File: src/rtl/mips_pkg.sv
// mips_pkg: shared MIPS constants, opcodes and the IF/ID entry layout.
package mips_pkg;
    localparam int XLEN = 32;
    localparam logic [XLEN-1:0] NOP = 32'h0000_0000;
    localparam logic [5:0] OP_J   = 6'h02;
    localparam logic [5:0] OP_JAL = 6'h03;
    localparam logic [5:0] OP_BEQ = 6'h04;
    localparam logic [5:0] OP_BNE = 6'h05;
    typedef struct packed {
        logic [XLEN-1:0] pc;
        logic [XLEN-1:0] pc_plus4;
        logic [XLEN-1:0] instr;
        logic            cti;
    } if_id_entry_t;
    function automatic logic is_cti(input logic [5:0] op);
        return (op == OP_J) || (op == OP_JAL) || (op == OP_BEQ) || (op == OP_BNE);
    endfunction
endpackage

File: src/rtl/if_id_entry_ram.sv
// if_id_entry_ram: DEPTH x W register array, synchronous write, asynchronous read.
module if_id_entry_ram #(
    parameter int W     = 97,
    parameter int DEPTH = 2,
    localparam int AW   = $clog2(DEPTH)
) (
    input  logic          clk,
    input  logic          rst_n,
    input  logic          we_i,
    input  logic [AW-1:0] waddr_i,
    input  logic [W-1:0]  wdata_i,
    input  logic [AW-1:0] raddr_i,
    output logic [W-1:0]  rdata_o
);
    logic [W-1:0] mem_q [DEPTH];

    always_ff @(posedge clk or negedge rst_n) begin
        if (!rst_n) begin
            for (int i = 0; i < DEPTH; i++) mem_q[i] <= '0;
        end else if (we_i) begin
            mem_q[waddr_i] <= wdata_i;
        end
    end

    assign rdata_o = mem_q[raddr_i];
endmodule

File: src/rtl/if_id_stage_buffer.sv
// if_id_stage_buffer: IF->ID FIFO with valid/ready handshake and flush.
// Define IFID_PREDECODE_EN to store a per-entry branch/jump flag (out_is_cti).
module if_id_stage_buffer
    import mips_pkg::*;
#(
    parameter int                DATA_W    = 32,
    parameter int                DEPTH     = 2,
    parameter logic [DATA_W-1:0] NOP_INSTR = NOP
) (
    input  logic              clk,
    input  logic              rst_n,
    input  logic              in_valid,
    output logic              in_ready,
    input  logic [DATA_W-1:0] in_pc,
    input  logic [DATA_W-1:0] in_instr,
    input  logic              flush,
    output logic              out_valid,
    input  logic              out_ready,
    output logic [DATA_W-1:0] out_pc,
    output logic [DATA_W-1:0] out_pc_plus4,
    output logic [DATA_W-1:0] out_instr,
    output logic              out_is_cti
);
    localparam int AW = $clog2(DEPTH);
    localparam int CW = AW + 1;
`ifdef IFID_PREDECODE_EN
    localparam int EW = 3 * DATA_W + 1;
`else
    localparam int EW = 3 * DATA_W;
`endif

    logic [AW-1:0]     wr_ptr_q, wr_ptr_d, rd_ptr_q, rd_ptr_d;
    logic [CW-1:0]     count_q, count_d;
    logic              push, pop;
    logic [EW-1:0]     wdata, rdata;
    logic [DATA_W-1:0] head_instr;

    assign in_ready  = count_q != CW'(DEPTH);
    assign out_valid = count_q != '0;
    assign push      = in_valid & in_ready & ~flush;
    assign pop       = out_valid & out_ready & ~flush;

    always_comb begin
        wr_ptr_d = flush ? '0 : wr_ptr_q + AW'(push);
        rd_ptr_d = flush ? '0 : rd_ptr_q + AW'(pop);
        count_d  = flush ? '0 : count_q + CW'(push) - CW'(pop);
    end

    always_ff @(posedge clk or negedge rst_n) begin
        if (!rst_n) begin
            wr_ptr_q <= '0;
            rd_ptr_q <= '0;
            count_q  <= '0;
        end else begin
            wr_ptr_q <= wr_ptr_d;
            rd_ptr_q <= rd_ptr_d;
            count_q  <= count_d;
        end
    end

    // pc+4 is computed once at capture so decode never sees an adder in its path
`ifdef IFID_PREDECODE_EN
    assign wdata      = {in_pc, in_pc + DATA_W'(4), in_instr, is_cti(in_instr[31:26])};
    assign {out_pc, out_pc_plus4, head_instr} = rdata[EW-1:1];
    assign out_is_cti = out_valid & rdata[0];
`else
    assign wdata      = {in_pc, in_pc + DATA_W'(4), in_instr};
    assign {out_pc, out_pc_plus4, head_instr} = rdata;
    assign out_is_cti = 1'b0;
`endif
    assign out_instr  = out_valid ? head_instr : NOP_INSTR;

    if_id_entry_ram #(.W(EW), .DEPTH(DEPTH)) u_ram (
        .clk     (clk),
        .rst_n   (rst_n),
        .we_i    (push),
        .waddr_i (wr_ptr_q),
        .wdata_i (wdata),
        .raddr_i (rd_ptr_q),
        .rdata_o (rdata)
    );
endmodule

File: config.mk
export PLATFORM = sky130hd
export DESIGN_NAME = if_id_stage_buffer
export DESIGN_NICKNAME = d
export VERILOG_FILES = /design/src/rtl/mips_pkg.sv /design/src/rtl/if_id_entry_ram.sv /design/src/rtl/if_id_stage_buffer.sv
export SDC_FILE = /design/constraint.sdc
export NUM_CORES = 1
export LEC_CHECK = 0
export CELL_PAD_IN_SITES_DETAIL_PLACEMENT = 1
export CELL_PAD_IN_SITES_GLOBAL_PLACEMENT = 1
export CORE_MARGIN = 1.5
export CORE_UTILIZATION = 51
export CTS_CLUSTER_SIZE = 10
export DETAILED_ROUTE_END_ITERATION = 10
export DONT_BUFFER_PORTS = 1
export HOLD_SLACK_MARGIN = 0.06
export PLACE_DENSITY = 0.8
export REMOVE_ABC_BUFFERS = 1
export SYNTH_ARGS = -nofsm -noshare
export SYNTH_HDL_FRONTEND = slang
export SYNTH_SLANG_ARGS = --single-unit
File: constraint.sdc
create_clock -name clk -period 2.3 [get_ports clk]
set_input_delay 0.575 -clock clk [delete_from_list [all_inputs] [get_ports clk]]
set_output_delay 0.575 -clock clk [all_outputs]
set_load 0.02 [all_outputs]
Word level (Yosys, flattened, before mapping)
Cells that the tools add are included.
{"block": "word_totals", "reg_bits": 196, "latch_bits": 0, "mem_bits_rw": 0, "rom_bits": 0, "inputBits": 69, "output_inout_bits": 99, "wordCells": 33, "mem_count": 0}
{"block": "classes", "n_addsub": 5, "n_mul": 0, "n_div": 0, "n_lt_le_gt_ge": 3, "n_eq_ne": 1, "shift": 0, "n_mux": 10, "bitwise": 7, "n_reduce_logical": 2}
{"op": "$mux 96", "count": 4}
{"op": "$bwmux 192", "count": 1}
{"op": "$demux 96 s1", "count": 1}
{"op": "$add 32x3->32 const B", "count": 1}
{"op": "$mux 32", "count": 1}
{"op": "$and 1x1->1", "count": 4}
{"op": "$ge 2x2->1 const B", "count": 2}
{"op": "$not 1->2", "count": 2}
{"op": "$add 1x1->1", "count": 2}
{"op": "$add 2x1->2", "count": 1}
{"op": "$lt 2x1->1 const B", "count": 1}
{"op": "$mux 1", "count": 2}
{"op": "$mux 2", "count": 1}
{"op": "$ne 2x2->1 const B", "count": 1}
{"op": "$reduce_bool 2->1", "count": 1}
{"op": "$sub 2x1->2", "count": 1}
{"op": "$logic_and 1x1->1", "count": 1}
{"op": "$not 1->1", "count": 1}

Logic depth before layout (Yosys ltp)
Gate-level depths: netlist of the first run.
{"block": "depth", "depth_word": 6, "depth_mapped": 10, "ltp_nobuf": 10}

Hierarchy
A second synthesis of the first run with hierarchy kept.
{"block": "unflattened", "cells_unflattened": 656, "area_unflattened_um2": 9464.1}
{"module": "if_id_entry_ram", "instances": 1, "cells_each": 514, "area_per_inst_um2": 8440.6, "seq_area_each_um2": 4804.6}
{"module": "if_id_stage_buffer", "instances": 1, "cells_each": 142, "area_per_inst_um2": 1023.5, "seq_area_each_um2": 100.1}

Least setup slack after synthesis of the first run
OpenSTA, ideal clock, no wires.
{"block": "synth_timing", "path_kind": "register to output", "startpoint": "reg rd_ptr_q", "endpoint": "out out_instr[10]", "arrival_ns": 1.741, "required_ns": 1.725, "path_slack_ns": -0.016, "path_stages_with_launch": 6, "n_path_buf": 3, "path_cell_list": "dfrtp_1 > clkbuf_1 > clkbuf_1 > buf_1 > mux2i_1 > nor2_1"}
{"block": "synth_via", "elab_chain_cells": 5}
{"item": "from (decl)", "line": "if_id_stage_buffer.sv:32", "text": "logic [AW-1:0] wr_ptr_q, wr_ptr_d, rd_ptr_q, rd_ptr_d;"}
{"item": "from (signal assigned)", "line": "if_id_stage_buffer.sv:56", "text": "rd_ptr_q <= rd_ptr_d;"}
{"item": "$not 1->2 (implied by the code)", "line": "if_id_entry_ram.sv:25", "text": "assign rdata_o = mem_q[raddr_i];"}
{"item": "$mux 96 (implied by the code) (3 in series)", "line": "if_id_entry_ram.sv:25"}
{"item": "$mux 32", "line": "if_id_stage_buffer.sv:71", "text": "assign out_instr = out_valid ? head_instr : NOP_INSTR;"}
{"item": "to (decl)", "line": "if_id_stage_buffer.sv:21", "text": "output logic [DATA_W-1:0] out_instr,"}
Every way passes these cells. The select of a mux whose other input is x is not followed.

Worst setup path in the final report of the first run
{"block": "layout_timing", "startpoint": "reg rd_ptr_q", "endpoint": "out out_pc_plus4[12]"}
{"block": "layout_via", "elab_chain_cells": 4}
{"item": "$not 1->2 (implied by the code)", "line": "if_id_entry_ram.sv:25"}
{"item": "$mux 96 (implied by the code) (3 in series)", "line": "if_id_entry_ram.sv:25"}
{"item": "to (decl)", "line": "if_id_stage_buffer.sv:20", "text": "output logic [DATA_W-1:0] out_pc_plus4,"}
Every way passes these cells. The select of a mux whose other input is x is not followed.

==> results, run 1 <==
- The shortest period the worst path allows is 2.25 ns.
- Setup repair after global routing could not meet its margin everywhere.
- The min-delay analysis places its worst path in the category in -> async.
- The clock arrives with 0.0100 ns of skew.
- The multi-input combinational cells in the finished layout cover a total of 0.00392 mm^2.
- The tree built by TritonCTS fans out to 192 sinks.
- The fraction of synthesis flops using an asynchronous set or reset pin is 100%.
- The area of the placeable core is 0.0172 mm^2.
- The TritonCTS clock tree is yes.
- The leading register cell type out of synthesis is dfrtp_1.
- The share of power burned in combinational logic is 31.5%.
- Relative to the synthesized area, the layout overhead comes to 11.8%.
- Data on the critical path arrives at its endpoint at 1.67 ns.
- The routed layout has 5,824 vias.
- Measured along the y axis, the die boundary spans 135 um.
- The count of buffers inserted at the top-level ports is 0.
- The global-route layer with the greatest usage is met2.
- At the worst endpoint, the required time is 1.73 ns.
- The flow ran to the end, but the final reports show violations.
- The first detailed-routing pass ran for 6 iterations.
- The checks that failed: negative hold slack.
- The post-route netlist has 34.9% of its cells at a drive strength greater than 1.
- The max-capacitance violation count is 0.
- Hold timing on the final database bottoms out at a slack of -0.167 ns.
- Dividing the detail-routed via count by the number of cells gives 5.97.
- The number of nets at the end of the flow is 811.
- The buffer levels on the longest clock path is 2.
- Setup slack closes at 0.0504 ns.
- The first global-routing pass estimated 33,800 um of wire.
- In this run, flip-flops and latches consume 44.5% of the power.
- Before CTS, the worst setup slack after placement is 0.0956 ns.
- The startpoint of the most critical setup path is rd_ptr_q$_DFF_PN0_.
- The synthesis warning total is 0.
- Once the floorplan was initialized, standard cells occupied 51.9% of the core.
- The post-detailed-route wirelength per cell is 22.0 um.
- The setup total negative slack is 0 ns.
- STA classifies the critical path endpoint as an output port.
- The die covers 0.0183 mm^2.
- Static timing analysis puts the maximum clock frequency at 445 MHz.
- The sequential cell area fraction in the yosys report is 53.7%.
- After synthesis, the netlist uses 34 different library cells.
- Across every metal layer, demand over resource in global routing totals 24.1%.
- Internal power comes to 7.96 mW.
- Across the VDD grid, the largest voltage drop is 0.000544 V.
- After synthesis the cells add up to 0.00895 mm^2.
- The met3 track demand over resource in global routing is 6.32%.
- The switching share of total power is 33.9%.
- The final RePlAce weighted congestion is 0.840.
- A synthesized cell averages 12.1 um^2.
- After layout, the worst path uses 97.8% of the clock period.
- The sequential cells in the finished layout cover a total of 0.00481 mm^2.
- The number of antenna violations at the first check in global routing came to 0.
- The H-tree depth is 4.
- The number of inserted diodes is 0.
- The startpoint identified for the worst register-to-register timing path is count_q[0]$_DFF_PN0_.
- The count of fill cells added during filler insertion is 1,712.
- The number of global-route vias before repair is 6,392.
- The DRC violation count after routing is 0.
- The detail route stage leaves a number of antenna-violating nets equal to 0.
- From left edge to right edge, the die measures 135 um.
- In this run the static leakage power is 4.05 nW.
- For this run, global-route usage on met1 was measured as 29.8%.
- The clock network fraction of total power is 24.0%.
- The critical path in this run is classified as reg -> out.
- The number of buffers inserted to repair setup after CTS is 0.
- At the end of the flow the core is filled with cells to 58.0%.
- Counting flops and latches in the post-synthesis netlist gives 192.
- The buffer cell driving the clock tree root is clkbuf_16.
- The worst setup path is launched from a register.
- The largest net degree at the start of global routing is 193.
- In the synthesized netlist, the number of instances is 737.
- In this run the core area contains 48 standard-cell rows.
- Counting the buffers created by CTS gives 17.
- Summed over all nets, the half-perimeter wirelength after detailed placement is 14,600 um.
- At the later pin of the worst-skew pair, clock insertion delay measures 0.43 ns.
- The hold violation total from the final report came to 192.
- The global-route track usage on met2 is 41.6%.
- The clock slew at the register clock pins of the worst setup and hold paths is 0.07 ns.
- In this run, the number of DRC markers left after iteration 0 of detailed routing was 297.
- The power spent charging and discharging nets is 4.08 mW.
- The routed wire length is 21,400 um.
- The total power after layout is 12.0 mW.
- Yosys mapped a number of flops with a built-in enable equal to 0.
- The worst max-slew margin expressed relative to the limit is 59.8%.
- At the pin with the least slew margin, the transition time is 0.598 ns.
- The final number of setup-violating endpoints is 0.
- The power density over the cells is 1200 mW/mm^2.
- In this run the count of I/O pins placed on the die edge is 168.
- Of all nets on the critical path, the largest fanout is 48.
- Summed over all layers, the global routing overflow is 0.
- The number of slew-limit violations in the final report is 0.
-- timing repair --
action / CTS / global route
gates resized for setup: 0 / 5
endpoints found under the hold margin: 192 / 192
endpoints found under the setup margin: 0 / 16
-- synth_stat cells (all sizes together) (4+ instances only) --
cell      n  share of area [%]
o21ai     8               0.45
ha        5               0.70
or4      12                1.1
and3      5               0.35
mux2i    33                3.7
nand2    13               0.55
o31ai    11               0.92
a31oi    28                2.0
mux2    188                 24
dfrtp   192                 54
inv      12               0.50
a21oi    28                1.6
nor2     91                3.8
or3       4               0.28
buf      22                1.1
xnor2     5               0.49
xor2     11                1.1
nand3    15               0.84
clkbuf   31                1.3
nand4     8               0.63
-- flip-flops by register name (all words and copies together), names as in the netlist --
signal / flops
count_q: 2
u_ram.mem_q: 188
rd_ptr_q: 1
wr_ptr_q: 1
-- cells in the final DEF, fill, tap and decap left out, drive strengths merged, types with 2 or more instances in the layout --
| cell type | instances |
|---|---|
| dfrtp | 192 |
| mux2 | 188 |
| nor2 | 91 |
| buf | 34 |
| mux2i | 33 |
| a31oi | 28 |
| a21oi | 28 |
| clkbuf | 21 |
| inv | 16 |
| nand3 | 15 |
| nand2 | 13 |
| or4 | 12 |
| xor2 | 11 |
| o31ai | 11 |
| o21ai | 8 |
| nand4 | 8 |
| clkinv | 6 |
| xnor2 | 5 |
| and3 | 5 |
| ha | 5 |
| or3 | 4 |
| and4 | 3 |
| nor4 | 3 |
| and4b | 2 |
| a211o | 2 |
-- final cells by class --
cell class,count,area share [%]
Clock inverter,11,1.03
Clock buffer,21,4.70
Sequential cell,192,48.1
Tap cell,225,2.81
Multi-Input combinational cell,480,39.1
Inverter,12,0.450
Timing Repair Buffer,34,3.79
-- stage by stage --
step | cells | cell area, um^2
after floorplan | 684 | 8730
after global placement | 943 | 9410
after detailed placement | 943 | 9410
after CTS | 975 | 9980
after global routing | 975 | 10000
final | 975 | 10000
-- power by group through the flow --
stage / Combinational [mW] / Clock, mW / Sequential, mW
final: 3.80 / 2.89 / 5.36
after global routing: 4.08 / 3.08 / 5.53
after CTS: 3.84 / 2.95 / 5.36
after detailed placement: 3.81 / 0 / 5.42
after global placement: 3.64 / 0 / 5.26
after floorplan: 3.01 / 0 / 5.25
-- routing by layer --
layer | up-vias | wire [um]
met3 | 23 | 1170
li1 | 2608 | -
met2 | 124 | 11200
met5 | - | 0
met4 | 0 | 325
met1 | 3069 | 8700
-- worst paths after layout --
check	endpoint	slack [ns]	cells past startpoint
min in group clk	rd_ptr_q$_DFF_PN0_	0.21	1
min	u_ram.mem_q[29]$_DFFE_PN0P_	-0.17	0
min reg2reg	u_ram.mem_q[152]$_DFFE_PN0P_	0.50	1
max reg2reg	count_q[1]$_DFF_PN0_	0.37	9
max in group asynchronous	u_ram.mem_q[171]$_DFFE_PN0P_	2.23	0
max	out_pc_plus4[12]	0.05	2
-- worst max-delay path, cell delays in order, from the launching register on --
cell	delay, ns
dfrtp_4	0.48
buf_16	0.26
mux2_2	0.46
-- kinds of logic (layout without fill, tap and decap cells) --
group / after synthesis / in the layout / share of synthesized area (%)
and+or+nand+nor: 160 / 160 / 8.59
buffers and inverters: 65 / 78 / 2.95
AOI/OAI and AO/OA: 77 / 77 / 5.09
DFF: 192 / 192 / 53.7
adders and majority gates: 5 / 5 / 0.699
other: 1 / 1 / 0.0419
xor gates and xnor gates: 16 / 16 / 1.57
muxes: 221 / 221 / 27.4
(Power assumes the default switching activity.)
==> run 2: changes to the inputs <==
==> constraint.sdc (replaced) <==
create_clock -name clk -period 2.3 [get_ports clk]
set_input_delay 0.575 -clock clk [delete_from_list [all_inputs] [get_ports clk]]
set_output_delay 0.575 -clock clk [all_outputs]
set_load 0.005 [all_outputs]
==> run 2 against run 1 <==
  * The run still ends with negative hold slack left
  * Sequential share of layout area grew 0.40 points
  * Non-clock buffer count decreased by 12
  * Clock-buffer cell count down 2
  * Register-to-register slack got worse by 0.05 ns
  * Fmax is 3.9% higher
  * Cell area fell by 0.83%
  * First-iteration DRC count fell by 18%
  * Clock power grew 6%
  * Cell count shrank 1.2%
  * Flip-flop and latch count stayed put
  * Largest cell class unchanged
  * Largest power group unchanged
  * Highest routed layer unchanged
==> results, run 2 (synthesis results as in run 1) <==
- The run finished, with violations left.
- The final reports fail on negative hold slack.
- In this run, the number of DRC markers left after iteration 0 of detailed routing was 245.
- Traced cell by cell, the critical path runs through buf_12 -> mux2_2.
- The largest registers in the layout are u_ram.mem_q x188, count_q x2.
- STA classifies the critical path endpoint as an output port.
- The met2 layer wire length in the routed design is 11,100 um.
- The slowest cell on the critical path is dfrtp_4.
- The worst-case hold slack is -0.165 ns.
- Static timing analysis puts the maximum clock frequency at 462 MHz.
- The final HPWL from detailed placement is 14,600 um.
- The sequential cells in the finished layout cover a total of 0.00481 mm^2.
- The number of cell rows is 48.
- The number of slew-limit violations in the final report is 0.
- Setup repair after global routing left no endpoint under its margin.
- The die area is 0.0183 mm^2.
- Global routing used 24.0% of the available tracks.
- The worst register-to-register path begins at count_q[1]$_DFF_PN0_.
- The count of boundary I/O pins is 168.
- The maximum resistive drop on vdd is 0.000674 V.
- The number of antenna violations at the first check in global routing came to 0.
- The worst max-slew margin expressed relative to the limit is 53.9%.
- The final period utilization is 94.2%.
- Counting tap cells, the placed design contains a total of 931 instances.
- For the worst setup path, the data required time is 1.73 ns.
- The top fanout value on the critical path is 39.
- The routed wire length is 21,400 um.
- Across the routed clock network, the largest skew measured is 0.00878 ns.
- The post-detailed-route wirelength per cell is 22.2 um.
- The number of nets at the end of the flow is 799.
- The register with the most flip-flops in the layout has 188 of them.
- The area of the placeable core is 0.0172 mm^2.
- The most common cell after layout, fill and taps aside is dfrtp_1.
- In the layout the commonest cells are dfrtp_1, mux2_2, nor2_1, mux2i_1.
- The kind of cell with the highest combined delay along the critical path is flip-flops.
- The number of buffers and inverters on the critical path is 1.
- The die width is 135 um.
- Tracing the worst setup path back leads to its startpoint at rd_ptr_q$_DFF_PN0_.
- The count of buffers inserted at the top-level ports is 0.
- The shortest period the worst path allows is 2.17 ns.
- The leakage power of the design is 3.99 nW.
- The register with the highest flop count is u_ram.mem_q.
- The final RePlAce weighted congestion is 0.814.
- In this run the register-to-register setup slack is 0.32 ns.
- The DRC violation count after routing is 0.
- The worst hold path belongs to the class in -> async.
- After detailed routing, the number of vias per cell comes to 5.99.
- In the final routing, the length of wire on met1 measures 8770 um.
- The routed design uses 1060 um of met3 wire.
- The vertical extent of the die is 135 um.
- The hold violation total from the final report came to 192.
- For this run the aggregate overflow at the end of global routing stands at 0.
- For the pin with the worst max-slew slack, the measured transition is 0.685 ns.
- The setup total negative slack is 0 ns.
- The number of buffers inserted to repair setup after CTS is 0.
- The final number of setup-violating endpoints is 0.
- The count of fill cells added during filler insertion is 1,703.
- The arrival time of data at the critical path endpoint is 1.59 ns.
- The number of clock sinks is 192.
- The initial core utilization is 51.9%.
- Clock-pin slew was measured on the worst setup and hold paths at 0.07 ns.
- The number of inserted diodes is 0.
- In this run the power density over the cells is 1140 mW/mm^2.
- The buffer levels on the longest clock path is 2.
- The multi-input combinational cells in the finished layout cover a total of 0.00391 mm^2.
- Relative to the synthesized area, the layout overhead comes to 10.9%.
- The number of vias after detailed routing is 5,765.
- The number of clock buffers added by TritonCTS is 17.
- The first global-routing pass estimated 34,100 um of wire.
- The worst setup path is launched from a register.
- The largest net degree at the start of global routing is 193.
- The first-pass detailed-route iteration total is 4.
- The buffer cell driving the clock tree root is clkbuf_16.
- The finished layout holds 963 standard cells, fillers aside.
- The type of the setup path with the least slack is reg -> out.
- TritonCTS built the clock tree.
- The H-tree depth is 4.
- The depth of the worst register-to-register path is 5.
- The detail route stage leaves a number of antenna-violating nets equal to 0.
- Across the run, the number of max-cap violations was 0.
- The uppermost layer routed is met4.
- The number of global-route vias before repair is 6,493.
- The reg-to-reg critical path endpoint is u_ram.mem_q[172]$_DFFE_PN0P_.
- The post-route netlist has 33.7% of its cells at a drive strength greater than 1.
- At the later pin of the worst-skew pair, clock insertion delay measures 0.42 ns.
- At the end of the flow the core is filled with cells to 57.5%.
- The largest stage delay on the critical path is 0.47 ns.
- The number of gates resized after CTS was 0.
run 2: cell types whose count changed in the layout (fill, tap and decap cells not counted), moves of 2 or more:
cell	before	now
buf_4	24	13
mux2_4	2	0
clkbuf_8	3	1
mux2_2	186	188
bufinv_16	1	3
run 2: area by class of cell:
class	count	area share, %
clock buffer	19	4.47
multi-input combinational	480	39.4
sequential	192	48.5
inverter	12	0.454
timing repair buffer	22	2.80
clock inverter	13	1.60
tap	225	2.84
run 2: worst max path at each step:
stage                              endpoint  slack (ns)  cells after the start
3_5_place_dp   u_ram.mem_q[158]$_DFFE_PN0P_        0.06                      4
4_1_cts                    out_pc_plus4[12]        0.13                      2
2_1_floorplan   u_ram.mem_q[56]$_DFFE_PN0P_       -1.74                      4
5_1_grt                          out_pc[11]         0.1                      2
3_3_place_gp    u_ram.mem_q[59]$_DFFE_PN0P_        0.15                      4
6_report                         out_pc[23]        0.13                      2
run 2: layer usage:
layer / up-vias / global-route usage [%]
li1: 2598 / -
met1: 3010 / 28.6
met2: 124 / 42.1
met3: 33 / 6.47
met4: 0 / 7.89
met5: - / 0
run 2: metrics by stage:
stage | hold WS, ns | setup slack (ns) | power, mW | area, um^2
finish | -0.165 | 0.134 | 11.3 | 9920
global route | -0.190 | 0.0952 | 12.0 | 9920
CTS | -0.177 | 0.125 | 11.5 | 9920
detailed placement | 0.283 | 0.0648 | 8.39 | 9320
global placement | 0.283 | 0.151 | 8.06 | 9320
floorplan | 0.279 | -1.74 | 7.52 | 8730
run 2: power by group:
part	total [mW]	leakage [nW]	switching (mW)	internal, mW
Combinational	2.92	1.44	1.34	1.58
Sequential	5.35	2.25	0.680	4.67
Clock	3.06	0.302	1.31	1.75
Total	11.3	3.99	3.33	8.00
